### src/rtl/fetch_sequencer.sv
// Instruction-fetch front end: assembles opcode + 0..2 operand bytes into a decode packet and
// injects reset/IRQ/NMI pseudo-packets at boundaries. Latency: len enabled cycles from opcode byte
// to fetch_valid. Backpressure: packet held in S_HOLD until fetch_ready; no bytes fetched meanwhile.
// Optional interrupt logic is built only when FETCH_INTR_EN is defined.
module fetch_sequencer #(
    parameter int                ADDR_W       = 16,
    parameter logic [ADDR_W-1:0] RESET_VECTOR = 16'hFFFC,
    parameter logic [ADDR_W-1:0] NMI_VECTOR   = 16'hFFFA,
    parameter logic [ADDR_W-1:0] IRQ_VECTOR   = 16'hFFFE
) (
    input  logic              clk,
    input  logic              rst_n,
    input  logic              clk_enable,
    input  logic [7:0]        data_in,
    input  logic              flush,
    input  logic              irq,
    input  logic              nmi,
    input  logic              irq_mask,
    output logic              pc_inc,
    output logic              fetch_valid,
    input  logic              fetch_ready,
    output logic [7:0]        fetch_opcode,
    output logic [ADDR_W-1:0] fetch_operand,
    output logic [1:0]        fetch_len,
    output logic [1:0]        fetch_intr
);

    typedef enum logic [2:0] {
        S_RESET = 3'd0,
        S_OPC   = 3'd1,
        S_LO    = 3'd2,
        S_HI    = 3'd3,
        S_HOLD  = 3'd4
    } state_t;

    state_t     state;
    logic [1:0] op_len;
    logic       take_nmi;
    logic       take_irq;

    // 6502 instruction length from opcode bit groups b=op[4:2], cc=op[1:0]
    function automatic logic [1:0] decode_len(input logic [7:0] op);
        logic [2:0] b;
        logic [1:0] cc;
        b  = op[4:2];
        cc = op[1:0];
        if (op == 8'h20)
            return 2'd3;
        if (op == 8'h00 || op == 8'h40 || op == 8'h60)
            return 2'd1;
        case (b)
            3'd2:       return (cc == 2'b01) ? 2'd2 : 2'd1;
            3'd3, 3'd7: return 2'd3;
            3'd6:       return (cc == 2'b01) ? 2'd3 : 2'd1;
            default:    return 2'd2;
        endcase
    endfunction

    assign op_len = decode_len(data_in);

`ifdef FETCH_INTR_EN
    logic nmi_prev;
    logic nmi_pending;
    logic nmi_edge;

    assign nmi_edge = nmi & ~nmi_prev;
    assign take_nmi = (state == S_OPC) & nmi_pending;
    assign take_irq = (state == S_OPC) & ~nmi_pending & irq & ~irq_mask;

    // A new edge wins over the clear, so an NMI arriving as another is taken is not lost
    always_ff @(posedge clk or negedge rst_n) begin
        if (!rst_n) begin
            nmi_prev    <= 1'b0;
            nmi_pending <= 1'b0;
        end else if (clk_enable) begin
            nmi_prev <= nmi;
            if (nmi_edge)
                nmi_pending <= 1'b1;
            else if (take_nmi && !flush)
                nmi_pending <= 1'b0;
        end
    end
`else
    logic unused_intr;

    assign unused_intr = ^{irq, nmi, irq_mask};
    assign take_nmi    = 1'b0;
    assign take_irq    = 1'b0;
`endif

    assign pc_inc = ((state == S_OPC) & ~take_nmi & ~take_irq) |
                    (state == S_LO) | (state == S_HI);

    always_ff @(posedge clk or negedge rst_n) begin
        if (!rst_n) begin
            state         <= S_RESET;
            fetch_valid   <= 1'b0;
            fetch_opcode  <= 8'h00;
            fetch_operand <= '0;
            fetch_len     <= 2'd0;
            fetch_intr    <= 2'b00;
        end else if (clk_enable) begin
            if (flush && state != S_RESET) begin
                state       <= S_OPC;
                fetch_valid <= 1'b0;
            end else begin
                case (state)
                    S_RESET: begin
                        fetch_opcode  <= 8'h00;
                        fetch_operand <= RESET_VECTOR;
                        fetch_len     <= 2'd0;
                        fetch_intr    <= 2'b11;
                        fetch_valid   <= 1'b1;
                        state         <= S_HOLD;
                    end
                    S_OPC: begin
                        if (take_nmi) begin
                            fetch_opcode  <= 8'h00;
                            fetch_operand <= NMI_VECTOR;
                            fetch_len     <= 2'd0;
                            fetch_intr    <= 2'b10;
                            fetch_valid   <= 1'b1;
                            state         <= S_HOLD;
                        end else if (take_irq) begin
                            fetch_opcode  <= 8'h00;
                            fetch_operand <= IRQ_VECTOR;
                            fetch_len     <= 2'd0;
                            fetch_intr    <= 2'b01;
                            fetch_valid   <= 1'b1;
                            state         <= S_HOLD;
                        end else begin
                            fetch_opcode  <= data_in;
                            fetch_operand <= '0;
                            fetch_len     <= op_len;
                            fetch_intr    <= 2'b00;
                            if (op_len == 2'd1) begin
                                fetch_valid <= 1'b1;
                                state       <= S_HOLD;
                            end else begin
                                state <= S_LO;
                            end
                        end
                    end
                    S_LO: begin
                        fetch_operand <= {{(ADDR_W-8){1'b0}}, data_in};
                        if (fetch_len == 2'd2) begin
                            fetch_valid <= 1'b1;
                            state       <= S_HOLD;
                        end else begin
                            state <= S_HI;
                        end
                    end
                    S_HI: begin
                        fetch_operand[15:8] <= data_in;
                        fetch_valid         <= 1'b1;
                        state               <= S_HOLD;
                    end
                    S_HOLD: begin
                        if (fetch_ready) begin
                            fetch_valid <= 1'b0;
                            state       <= S_OPC;
                        end
                    end
                    default: begin
                        fetch_valid <= 1'b0;
                        state       <= S_RESET;
                    end
                endcase
            end
        end
    end

endmodule

### config.mk
export PLATFORM = sky130hd
export DESIGN_NAME = fetch_sequencer
export DESIGN_NICKNAME = d
export VERILOG_FILES = /design/src/rtl/fetch_sequencer.sv
export SDC_FILE = /design/constraint.sdc
export NUM_CORES = 1
export LEC_CHECK = 0
export CAP_MARGIN = 30
export CORE_MARGIN = 8
export CORE_UTILIZATION = 41
export DETAILED_ROUTE_END_ITERATION = 12
export PLACE_DENSITY = 0.87
export SYNTH_ARGS = -nofsm -noshare
export SYNTH_HDL_FRONTEND = slang
export SYNTH_SLANG_ARGS = --single-unit
### constraint.sdc
create_clock -name clk -period 1.6 [get_ports clk]
set_input_delay 0.24 -clock clk [delete_from_list [all_inputs] [get_ports clk]]
set_output_delay 0.24 -clock clk [all_outputs]
set_load 0.1 [all_outputs]
==> metrics <==
commonest cells after routing, fill and taps aside 30 x buf_12, 28 x dfrtp_1, 27 x buf_4, 18 x nand2_1, 17 x o21ai_0; DRT antenna net count 0; Slowest Stage Delay on Critical Path 0.40 ns; crit path kind register to output port; final net count between 200 and 250; I/O pin cnt between 40 and 50; Worst-Margin Slew roughly 0.38 ns; CTS tree built; row count 21; largest net degree at the start of global routing 32; fin crit share 0.9970; Die Span X 74.52 um; initial core utilization 0.4240; vias in the first global route ~1,400; Post-synth EDFFs 0; Critical Path, Cell by Cell or2_4 > nand2_4 > clkinvlp_4 > buf_12; Clock Tree Root clkbuf_4; Tot GR Track Use 0.1674; Highest Clock Rate 626.9 MHz; detailed-route via count 1,382; DP HPWL 3366 um; Ys Warns 0; share of post-route cells with drive strength above 1 0.3897; RSZ-0062 raised after global routing true; Cells after Synth roughly 140; status complete, no violations; initial antenna violation count 0; drt pass-1 iters 5; CP max FO 3; CP Data Required Time 1.36 ns; gpl congestion approximately 0.85; CTS sink count 31; diode count 0; placeable core area around 0.0033 mm^2; Netlist cell types 34; Final min period 1.595 ns; die area roughly 0.0056 mm^2; Placed Cells incl. Taps 248; Post-synth ARST share 1.000; Clock transition at path regs 0.10 ns; fin cells around 260; Syn Nets ~160; origin of the critical flop-to-flop path state[1]$_DFFE_PN0P_; Fin. Hold Viols 0; dpl ws -0.5632 ns; crit path launch state[1]$_DFFE_PN0P_; Final setup viols 0; Initial DRC Count between 50 and 60; first-pass GRT wire length between 6000 and 7000 um; worst rel slew slack 0.7454; critical path's slowest cell dfrtp_1; drc violations 0; wire length per cell 16.76 um; P&R area growth vs syn 77.72%; final wirelength about 4300 um; clock insertion delay at the later pin of the skew report 0.34 ns; cts hold-fix bufs 0; port bufs 42; number of vias per cell between 5 and 6; Mapped Avg Cell Area around 10 um^2; Max Cap Viol 0; Die H approximately 75 um; total grt overflow 0; CP Capture Type output port; clk buf depth 2; Slew Viols, Final 0; CTS buffer count 5; Post-Synthesis Cell Area roughly 0.0014 mm^2; CP startpoint kind register; Final Core Density 0.7536; H-Tree Depth 2; Synth Register Bits 31; final hold slack a little under 0.3 ns; worst min path class input port to asynchronous set/reset pin; CP arrival ~1.4 ns; commonest non-fill, non-tap cell in the layout buf_12; Worst Slack Setup Final a little under 0.005 ns; clock skew 0.006424 ns; Main synth FF type dfrtp_1; Seq/Total Area, Yosys 0.5526
## registers in the layout, indices dropped and copies added (netlist names)
name and count:
fetch_intr 1, fetch_len 2, fetch_opcode 8, fetch_operand 16
fetch_valid 1, state 3
## final timing paths
| kind | to | slack, ns | cells past startpoint |
|---|---|---|---|
| min | state[0]$_DFFE_PN0P_ | 0.29 | 2 |
| max in group asynchronous | fetch_len[1]$_DFFE_PN0P_ | 1.01 | 2 |
| min in group clk | fetch_opcode[4]$_DFFE_PN0P_ | 0.40 | 3 |
| min reg2reg | fetch_operand[14]$_DFFE_PN0P_ | 0.55 | 2 |
| max reg2reg | fetch_valid$_DFFE_PN0P_ | 0.03 | 6 |
| max | pc_inc | 0.005 | 4 |
## metrics by stage
step / setup TNS [ns] / instance area, um^2
final: 0 / 2495
after global routing: -0.1031 / 2495
after CTS: 0 / 2480
after detailed placement: -3.245 / 2365
after global placement: -2.169 / 2365
after floorplan: -0.08072 / 1431
## repair_timing
action / in CTS / in global routing
endpoints found under the hold margin: 0 / 0
gates cloned: 0 / 1
endpoints found under the setup margin: 5 / 9
pin swaps: 8 / 2
setup buffers: 2 / 0
gates resized for setup: 10 / 4
## cell type report
| cell class | count | area, um^2 |
|---|---|---|
| well taps | 46 | 57.56 |
| repair buffers | 71 | 937.1 |
| inverters | 5 | 22.52 |
| multi-input cells | 98 | 611.8 |
| clock inverters | 2 | 35.03 |
| fillers | 215 | 815.8 |
| flip-flops and latches | 31 | 779.5 |
| clock buffers | 6 | 51.30 |
## metal layers
metal  routed length, um  GRT usage  part of all wire  up-vias
met2                2246     0.2827              0.52       48
met5                   0          0                 0        -
met3                 268    0.05391             0.062       10
met1                1739     0.1866              0.40      671
li1                    -          -                 -      653
met4                  86    0.07609             0.020        0
## kinds of logic after synthesis
family / after synthesis / share of synthesized area
and+or+nand+nor: 44 / 0.1569
adders and majority gates: 1 / 0.007130
DFF: 31 / 0.5526
AOI/OAI and AO/OA: 53 / 0.2469
buffers and inverters: 12 / 0.03654
## synthesized netlist by cell type, types with 2 or more instances
cell | count | area share
a21o_1 | 2 | 0.011
a21oi_1 | 11 | 0.039
a22o_1 | 8 | 0.050
a31oi_1 | 6 | 0.027
a32o_1 | 2 | 0.014
buf_2 | 2 | 0.0071
clkbuf_1 | 4 | 0.011
dfrtp_1 | 31 | 0.55
inv_1 | 4 | 0.011
nand2_1 | 19 | 0.051
nand2b_1 | 4 | 0.018
nand3_1 | 2 | 0.0071
nor2_1 | 8 | 0.021
nor2b_1 | 2 | 0.0089
o21ai_0 | 17 | 0.061
## worst max-delay path: cells and delay by family (launching register included)
kind	cells	cell delay [ns]
simple gates	2	0.36
buf+inv	2	0.26
flops	1	0.40
Power is left out: the tool's default activity adds up to more than one toggle a clock period on the data nets, which glitch-free logic cannot reach.
